$ cat src/rtl/ctrl_multiciclo_pkg.sv
// rtl/ctrl_multiciclo_pkg.sv - shared constants and types for the multicycle RV32I control
// Purpose: opcode constants, FSM state encoding, PC-source and writeback-source
// codes, and the DECODE dispatch function.
// Ports: none (package).
package ctrl_multiciclo_pkg;

  localparam logic [6:0] OPC_LOAD   = 7'b0000011;
  localparam logic [6:0] OPC_STORE  = 7'b0100011;
  localparam logic [6:0] OPC_RTYPE  = 7'b0110011;
  localparam logic [6:0] OPC_OPIMM  = 7'b0010011;
  localparam logic [6:0] OPC_BRANCH = 7'b1100011;
  localparam logic [6:0] OPC_JAL    = 7'b1101111;
  localparam logic [6:0] OPC_JALR   = 7'b1100111;
  localparam logic [6:0] OPC_LUI    = 7'b0110111;
  localparam logic [6:0] OPC_AUIPC  = 7'b0010111;

  typedef enum logic [3:0] {
    ST_FETCH    = 4'd0,
    ST_DECODE   = 4'd1,
    ST_MEMADDR  = 4'd2,
    ST_MEMREAD  = 4'd3,
    ST_MEMWB    = 4'd4,
    ST_MEMWRITE = 4'd5,
    ST_EXEC_R   = 4'd6,
    ST_EXEC_I   = 4'd7,
    ST_ALUWB    = 4'd8,
    ST_BRANCH   = 4'd9,
    ST_JAL      = 4'd10,
    ST_JALR     = 4'd11,
    ST_LUI      = 4'd12,
    ST_AUIPC    = 4'd13,
    ST_TRAP     = 4'd15
  } state_t;

  localparam logic [1:0] PC_NORMAL = 2'b00;
  localparam logic [1:0] PC_BRANCH = 2'b01;
  localparam logic [1:0] PC_JAL    = 2'b10;
  localparam logic [1:0] PC_JALR   = 2'b11;

  localparam logic [1:0] WB_ALUOUT = 2'b00;
  localparam logic [1:0] WB_MDR    = 2'b01;
  localparam logic [1:0] WB_PC     = 2'b10;
  localparam logic [1:0] WB_IMM    = 2'b11;

  // State that follows DECODE for a given opcode; anything unknown traps.
  function automatic state_t decode_opcode(input logic [6:0] opc);
    case (opc)
      OPC_LOAD, OPC_STORE: return ST_MEMADDR;
      OPC_RTYPE:           return ST_EXEC_R;
      OPC_OPIMM:           return ST_EXEC_I;
      OPC_BRANCH:          return ST_BRANCH;
      OPC_JAL:             return ST_JAL;
      OPC_JALR:            return ST_JALR;
      OPC_LUI:             return ST_LUI;
      OPC_AUIPC:           return ST_AUIPC;
      default:             return ST_TRAP;
    endcase
  endfunction

endpackage

$ cat src/rtl/ctrl_multiciclo_saidas.sv
// rtl/ctrl_multiciclo_saidas.sv - combinational state-to-control-signal decode
// Purpose: Moore decode of the FSM state; only oPCWrite/oEscreveIR also look at
// iMemReady (FETCH) and iBrTaken (BRANCH).
// Ports: iEstado, iMemReady, iBrTaken in; oOrigPC, oPCWrite, oEscreveIR, oLeMem,
// oEscreveMem, oIouD, oEscreveReg, oMem2Reg, oOrigAULA_A, oOrigAULA_B, oALUOp out.
module ctrl_saidas
  import ctrl_multiciclo_pkg::*;
(
  input  state_t     iEstado,
  input  logic       iMemReady,
  input  logic       iBrTaken,
  output logic [1:0] oOrigPC,
  output logic       oPCWrite,
  output logic       oEscreveIR,
  output logic       oLeMem,
  output logic       oEscreveMem,
  output logic       oIouD,
  output logic       oEscreveReg,
  output logic [1:0] oMem2Reg,
  output logic [1:0] oOrigAULA_A,
  output logic [1:0] oOrigAULA_B,
  output logic [1:0] oALUOp
);

  always_comb begin
    oOrigPC     = PC_NORMAL;
    oPCWrite    = 1'b0;
    oEscreveIR  = 1'b0;
    oLeMem      = 1'b0;
    oEscreveMem = 1'b0;
    oIouD       = 1'b0;
    oEscreveReg = 1'b0;
    oMem2Reg    = WB_ALUOUT;
    oOrigAULA_A = 2'b00;
    oOrigAULA_B = 2'b00;
    oALUOp      = 2'b00;
    case (iEstado)
      ST_FETCH: begin
        oLeMem      = 1'b1;
        oOrigAULA_B = 2'b01;
        oEscreveIR  = iMemReady;
        oPCWrite    = iMemReady;
      end
      ST_DECODE: begin
        oOrigAULA_A = 2'b10;
        oOrigAULA_B = 2'b10;
      end
      ST_MEMADDR: begin
        oOrigAULA_A = 2'b01;
        oOrigAULA_B = 2'b10;
      end
      ST_MEMREAD: begin
        oLeMem = 1'b1;
        oIouD  = 1'b1;
      end
      ST_MEMWB: begin
        oEscreveReg = 1'b1;
        oMem2Reg    = WB_MDR;
      end
      ST_MEMWRITE: begin
        oEscreveMem = 1'b1;
        oIouD       = 1'b1;
      end
      ST_EXEC_R: begin
        oOrigAULA_A = 2'b01;
        oALUOp      = 2'b10;
      end
      ST_EXEC_I: begin
        oOrigAULA_A = 2'b01;
        oOrigAULA_B = 2'b10;
        oALUOp      = 2'b10;
      end
      ST_ALUWB: begin
        oEscreveReg = 1'b1;
      end
      ST_BRANCH: begin
        oOrigAULA_A = 2'b01;
        oALUOp      = 2'b01;
        oOrigPC     = PC_BRANCH;
        oPCWrite    = iBrTaken;
      end
      ST_JAL: begin
        oOrigPC     = PC_JAL;
        oPCWrite    = 1'b1;
        oEscreveReg = 1'b1;
        oMem2Reg    = WB_PC;
      end
      ST_JALR: begin
        oOrigAULA_A = 2'b01;
        oOrigAULA_B = 2'b10;
        oOrigPC     = PC_JALR;
        oPCWrite    = 1'b1;
        oEscreveReg = 1'b1;
        oMem2Reg    = WB_PC;
      end
      ST_LUI: begin
        oEscreveReg = 1'b1;
        oMem2Reg    = WB_IMM;
      end
      ST_AUIPC: begin
        // ALUOut already holds PCold+imm from DECODE.
        oEscreveReg = 1'b1;
      end
      default: ;
    endcase
  end

endmodule

$ cat src/rtl/ctrl_multiciclo.sv
// rtl/ctrl_multiciclo.sv - multicycle RV32I control FSM top level
// Purpose: state register, load/store bit captured in DECODE, sticky illegal
// flag and retired-instruction counter; output decode lives in ctrl_saidas.
// Ports: iCLK, iRST_n, iOpcode, iBrTaken, iMemReady in; PC/IR/memory/regfile/ALU
// control out, oIllegal, oInstret (CNT_W), oEstado (debug state).
module ctrl_multiciclo
  import ctrl_multiciclo_pkg::*;
#(
  parameter int CNT_W = 32
) (
  input  logic             iCLK,
  input  logic             iRST_n,
  input  logic [6:0]       iOpcode,
  input  logic             iBrTaken,
  input  logic             iMemReady,
  output logic [1:0]       oOrigPC,
  output logic             oPCWrite,
  output logic             oEscreveIR,
  output logic             oLeMem,
  output logic             oEscreveMem,
  output logic             oIouD,
  output logic             oEscreveReg,
  output logic [1:0]       oMem2Reg,
  output logic [1:0]       oOrigAULA_A,
  output logic [1:0]       oOrigAULA_B,
  output logic [1:0]       oALUOp,
  output logic             oIllegal,
  output logic [CNT_W-1:0] oInstret,
  output logic [3:0]       oEstado
);

  state_t           r_estado;
  state_t           w_prox;
  logic             r_is_store;
  logic             r_illegal;
  logic [CNT_W-1:0] r_instret;
  logic             w_retire;
  logic             w_pcwrite;
  logic             w_escreve_ir;

  always_comb begin
    w_prox   = r_estado;
    w_retire = 1'b0;
    case (r_estado)
      ST_FETCH:    if (iMemReady) w_prox = ST_DECODE;
      ST_DECODE:   w_prox = decode_opcode(iOpcode);
      ST_MEMADDR:  w_prox = r_is_store ? ST_MEMWRITE : ST_MEMREAD;
      ST_MEMREAD:  if (iMemReady) w_prox = ST_MEMWB;
      ST_MEMWRITE: begin
        if (iMemReady) begin
          w_prox   = ST_FETCH;
          w_retire = 1'b1;
        end
      end
      ST_EXEC_R, ST_EXEC_I: w_prox = ST_ALUWB;
      ST_MEMWB, ST_ALUWB, ST_BRANCH, ST_JAL, ST_JALR, ST_LUI, ST_AUIPC: begin
        w_prox   = ST_FETCH;
        w_retire = 1'b1;
      end
      ST_TRAP: w_prox = ST_TRAP;
      default: w_prox = ST_TRAP;
    endcase
  end

  always_ff @(posedge iCLK or negedge iRST_n) begin
    if (!iRST_n) begin
      r_estado   <= ST_FETCH;
      r_is_store <= 1'b0;
      r_illegal  <= 1'b0;
      r_instret  <= '0;
    end else begin
      r_estado <= w_prox;
      // Opcode bit 5 separates store (0100011) from load (0000011).
      if (r_estado == ST_DECODE) r_is_store <= iOpcode[5];
      if (w_prox == ST_TRAP) r_illegal <= 1'b1;
      if (w_retire) r_instret <= r_instret + {{(CNT_W-1){1'b0}}, 1'b1};
    end
  end

  ctrl_saidas u_saidas (
    .iEstado     (r_estado),
    .iMemReady   (iMemReady),
    .iBrTaken    (iBrTaken),
    .oOrigPC     (oOrigPC),
    .oPCWrite    (w_pcwrite),
    .oEscreveIR  (w_escreve_ir),
    .oLeMem      (oLeMem),
    .oEscreveMem (oEscreveMem),
    .oIouD       (oIouD),
    .oEscreveReg (oEscreveReg),
    .oMem2Reg    (oMem2Reg),
    .oOrigAULA_A (oOrigAULA_A),
    .oOrigAULA_B (oOrigAULA_B),
    .oALUOp      (oALUOp)
  );

  // FETCH enables depend on iMemReady; block them while reset is held.
  assign oPCWrite   = w_pcwrite & iRST_n;
  assign oEscreveIR = w_escreve_ir & iRST_n;
  assign oIllegal   = r_illegal;
  assign oInstret   = r_instret;
  assign oEstado    = r_estado;

endmodule
$ cat config.mk
export PLATFORM = sky130hd
export DESIGN_NAME = ctrl_multiciclo
export DESIGN_NICKNAME = d
export VERILOG_FILES = /design/src/rtl/ctrl_multiciclo_pkg.sv /design/src/rtl/ctrl_multiciclo_saidas.sv /design/src/rtl/ctrl_multiciclo.sv
export SDC_FILE = /design/constraint.sdc
export NUM_CORES = 1
export LEC_CHECK = 0
export ABC_CLOCK_PERIOD_IN_PS = 1560
export CAP_MARGIN = 0
export CORE_MARGIN = 1.5
export CORE_UTILIZATION = 43
export CTS_CLUSTER_DIAMETER = 60
export DETAILED_ROUTE_END_ITERATION = 16
export GPL_ROUTABILITY_DRIVEN = 1
export PLACE_DENSITY = 0.77
export SYNTH_ARGS = -nofsm -noshare
export SYNTH_HDL_FRONTEND = slang
export SYNTH_SLANG_ARGS = --single-unit
$ cat constraint.sdc
create_clock -name iCLK -period 1.56 [get_ports iCLK]
set_input_delay 0.312 -clock iCLK [delete_from_list [all_inputs] [get_ports iCLK]]
set_output_delay 0.312 -clock iCLK [all_outputs]
set_load 0.05 [all_outputs]
==> flow_summary.json, run 1 <==
{
  "status": "stopped before the end",
  "failed_stage": "5_1_grt",
  "error": "[ERROR DPL-0038] Utilization greater than 100%, impossible to legalize",
  "die_width_um": 73.56,
  "synth-seq-area-share_pct": 44.42,
  "synth_top_area_share_pct": 44.42,
  "synth_cell_type_count": 54,
  "rows": 25,
  "ys_seq_elements": 38,
  "synth.top_cells.by_count": "dfrtp_1 (38), xnor2_1 (25), nand2_1 (16), and3_1 (14)",
  "cts.sinks": 38,
  "place.gp.congestion": 0.7516,
  "synth-edff-count": 0,
  "synth_nets": 217,
  "synth_warnings": 0,
  "synth_ff_type": "dfrtp_1",
  "async_reset_ff_share_pct": 100.0,
  "die_h_um": 73.56,
  "ctsLongestPathBuffers": 2,
  "dp_hpwl_um": 5162,
  "initial_utilization_pct": 45.03,
  "syn_area_sq_um": 2141,
  "syn_inst": 205,
  "ctsRootBufferMaster": "clkbuf_8",
  "synth_area_leaders": "dfrtp_1 (44%), xnor2_1 (10%), and3_1 (4.1%)",
  "htreeDepth": 2,
  "cts_buffers": 5,
  "grt_max_degree": 29,
  "syn_avg_cell_area_sq_um": 10.44,
  "yosys.area.top_type": "dfrtp_1",
  "portBuffers": 63,
  "grt-worst-endpoint": "oPCWrite",
  "worst_endpoint_kind": "primary output",
  "yosysMostFrequentCell": "dfrtp_1",
  "io_pins": 64
}
cells by family after synthesis:
logic type	synth area share [%]
simple gates	28.05
flops	44.42
xor+xnor	13.85
compound gates	7.423
buf+inv	4.149
mux	1.520
fa+ha+maj	0.5844
timing repair:
| item | CTS |
|---|---|
| buffers inserted | 18 |
| pin swaps | 20 |
| setup endpoints to repair | 45 |
| hold buffers | 1 |
| cloned | 2 |
| hold endpoints to repair | 10 |
| gates resized for setup | 35 |
through the flow:
step / std cells / setup TNS [ns] / setup WS [ns] / instance area (sq um)
floorplan: 205 / -5.457 / -0.6362 / 2396
global placement: 389 / -8.389 / -0.3318 / 4018
detailed placement: 389 / -9.824 / -0.3795 / 4018
CTS: 418 / -4.980 / -0.3534 / 4452
==> inputs of run 2 (changes only) <==
--- a/config.mk
+++ b/config.mk
@@ -5,14 +5,13 @@
 export SDC_FILE = /design/constraint.sdc
 export NUM_CORES = 1
 export LEC_CHECK = 0
-export ABC_CLOCK_PERIOD_IN_PS = 1560
+export ABC_CLOCK_PERIOD_IN_PS = 2000
 export CAP_MARGIN = 0
 export CORE_MARGIN = 1.5
-export CORE_UTILIZATION = 43
-export CTS_CLUSTER_DIAMETER = 60
+export CORE_UTILIZATION = 40
 export DETAILED_ROUTE_END_ITERATION = 16
 export GPL_ROUTABILITY_DRIVEN = 1
-export PLACE_DENSITY = 0.77
+export PLACE_DENSITY_LB_ADDON = 0.15
 export SYNTH_ARGS = -nofsm -noshare
 export SYNTH_HDL_FRONTEND = slang
 export SYNTH_SLANG_ARGS = --single-unit
==> constraint.sdc (replaced) <==
create_clock -name iCLK -period 2 [get_ports iCLK]
set_input_delay 0.4 -clock iCLK [delete_from_list [all_inputs] [get_ports iCLK]]
set_output_delay 0.4 -clock iCLK [all_outputs]
set_load 0.05 [all_outputs]
==> run 2 against run 1 <==
The flow now finishes without violations. Synthesized area stayed put. Synthesized cell count stayed put.
==> flow_summary.json, run 2 <==
{
  "status": "completed",
  "portBuffers": 63,
  "placedCellCount": 342,
  "via_per_inst": 5.114,
  "insertion_delay_ns": 0.29,
  "grt_pass1_wl_um": 8404,
  "cts_buffers": 5,
  "synth-seq-area-share_pct": 44.42,
  "wl_per_cell_um": 13.85,
  "finalSetupViolCount": 0,
  "synth_ff_type": "dfrtp_1",
  "drtIter0Drc": 96,
  "synth_area_leaders": "dfrtp_1 (44%), xnor2_1 (10%), and3_1 (4.1%)",
  "die_h_um": 76.16,
  "layout_commonest_cell": "dfrtp_1",
  "gr-total-overflow": 0,
  "crit_chain": "or2_4, nor3_4, and3_4, buf_12",
  "core_sq_um": 5140,
  "synth_warnings": 0,
  "maxSlewHeadroom_pct": 66.08,
  "num_antenna_cells": 0,
  "critPathMaxStageDelay_ns": 0.44,
  "drt_pass1_iterations": 4,
  "grt.total_usage_pct": 17.67,
  "design_area_sq_um": 3338,
  "synth_top_area_share_pct": 44.42,
  "htreeDepth": 2,
  "worst-path-buf-inv": 1,
  "synth_nets": 217,
  "max_freq_mhz": 508.3,
  "clk_pin_slew_ns": 0.07,
  "ctsLongestPathBuffers": 2,
  "period_share_pct": 98.37,
  "rows": 26,
  "dp_hpwl_um": 3656,
  "fin_cells": 360,
  "arrival_ns": 1.57,
  "slowest_stage": "dfrtp_2",
  "initial_utilization_pct": 41.65,
  "cp-end-kind": "output pin",
  "place.gp.congestion": 0.7966,
  "drc": 0,
  "tightestPinTransition_ns": 0.5080,
  "fillers": 438,
  "ant_nets": 0,
  "p_leak_nw": 1.496,
  "yosysMostFrequentCell": "dfrtp_1",
  "antenna_found_initial": 0,
  "cts.sinks": 38,
  "hold_buffers": 0,
  "period_needed_ns": 1.967,
  "nets": 301,
  "critical_path.top_delay_family": "simple AND/OR/NAND/NOR gates",
  "syn_inst": 205,
  "most-common-layout-cells": "dfrtp_1 (34), clkdlybuf4s50_1 (33), buf_4 (28)",
  "place_area_sq_um": 3119,
  "path_class": "reg -> out",
  "fp.dieArea_sq_um": 5800,
  "drt-total-wl_um": 4985,
  "ctsRootBufferMaster": "clkbuf_8",
  "syn_area_sq_um": 2141,
  "syn_avg_cell_area_sq_um": 10.44,
  "synth_cell_type_count": 54,
  "peakVddDrop_mv": 0.9741,
  "fin_setup_tns_ns": 0,
  "synth-edff-count": 0,
  "skew_ns": 0.01026,
  "synth.top_cells.by_count": "dfrtp_1 (38), xnor2_1 (25), nand2_1 (16), and3_1 (14)",
  "vias": 1841,
  "grt_pass1_vias": 1734,
  "crit_fanout": 4,
  "area_growth_pct": 55.93,
  "p_per_area_nw_per_um2": 1301,
  "cts_tree": "built",
  "cp_data_required_time_ns": 1.60,
  "die_width_um": 76.16,
  "async_reset_ff_share_pct": 100.0,
  "drv_cap": 0,
  "finalHoldViolCount": 0,
  "final-max-slew-violation-count": 0,
  "min_path_type": "in -> async",
  "ys_seq_elements": 38,
  "critPathLaunchType": "register",
  "drive_above_1_share_pct": 33.45,
  "largest_reg_flops": 32,
  "yosys.area.top_type": "dfrtp_1",
  "post-route-util_pct": 64.95,
  "grt_max_degree": 39,
  "io_pins": 64
}
-- run 2: cell counts after synthesis --
No cell type changed its count.
-- run 2: final cells by class --
type,count,area (sq um),area share [%]
inverter,6,26.28,0.7871
sequential,38,955.9,28.64
clock inverter,1,5.005,0.1499
timing repair buffer,86,962.2,28.82
clock buffer,7,86.33,2.586
multi-input combinational,152,1215,36.39
tap,70,87.58,2.624
-- run 2: what timing repair did --
action / 4_1_cts / 5_1_grt
resized for setup: 1 / 11
pin swaps: 1 / 2
endpoints found under the setup margin: 4 / 10
setup buffers: 5 / 5
-- run 2: cell families after synthesis --
family,share of synthesized area [%]
AOI/OAI and AO/OA,7.423
adders and majority gates,0.5844
buffers and inverters,4.149
and+or+nand+nor,28.05
muxes,1.520
xor gates and xnor gates,13.85
DFF,44.42
-- run 2: where the power goes --
group          internal, mW  switching (mW)
clock network         0.278           0.266
logic                  1.18            1.60
registers             0.886           0.133
total                  2.35            2.00
-- run 2: per-stage QoR --
stage	worst slack (ns)	hold WS, ns	power (mW)
after floorplan	-0.2842	0.1044	2.667
after global placement	0.003594	0.4601	3.603
after detailed placement	0.005676	0.4553	3.615
after CTS	0.01131	0.2207	4.260
after global routing	-0.004713	0.2495	4.551
final	0.03268	0.2066	4.343
-- run 2: layer usage --
metal  GRT usage [%]  up-vias  share of wire, %
met3           3.593       10               3.9
met1           24.75      900                47
met5               0        -                 0
met4           5.000        0               1.3
met2           27.84       40                48
li1                -      891                 -
-- run 2: final timing paths --
check	start	end	slack, ns	cells after the start
max	oEstado[3]	oEscreveIR	0.03	4
min	iRST_n	oInstret[27]	0.21	2
max reg2reg	oEstado[0]	oIllegal	0.23	7
min reg2reg	oInstret[31]	oInstret[31]	0.47	1
max in group asynchronous	iRST_n	oEstado[0]	1.45	2
min in group iCLK	oInstret[31]	oInstret[31]	0.47	1
(Power assumes the default switching activity.)
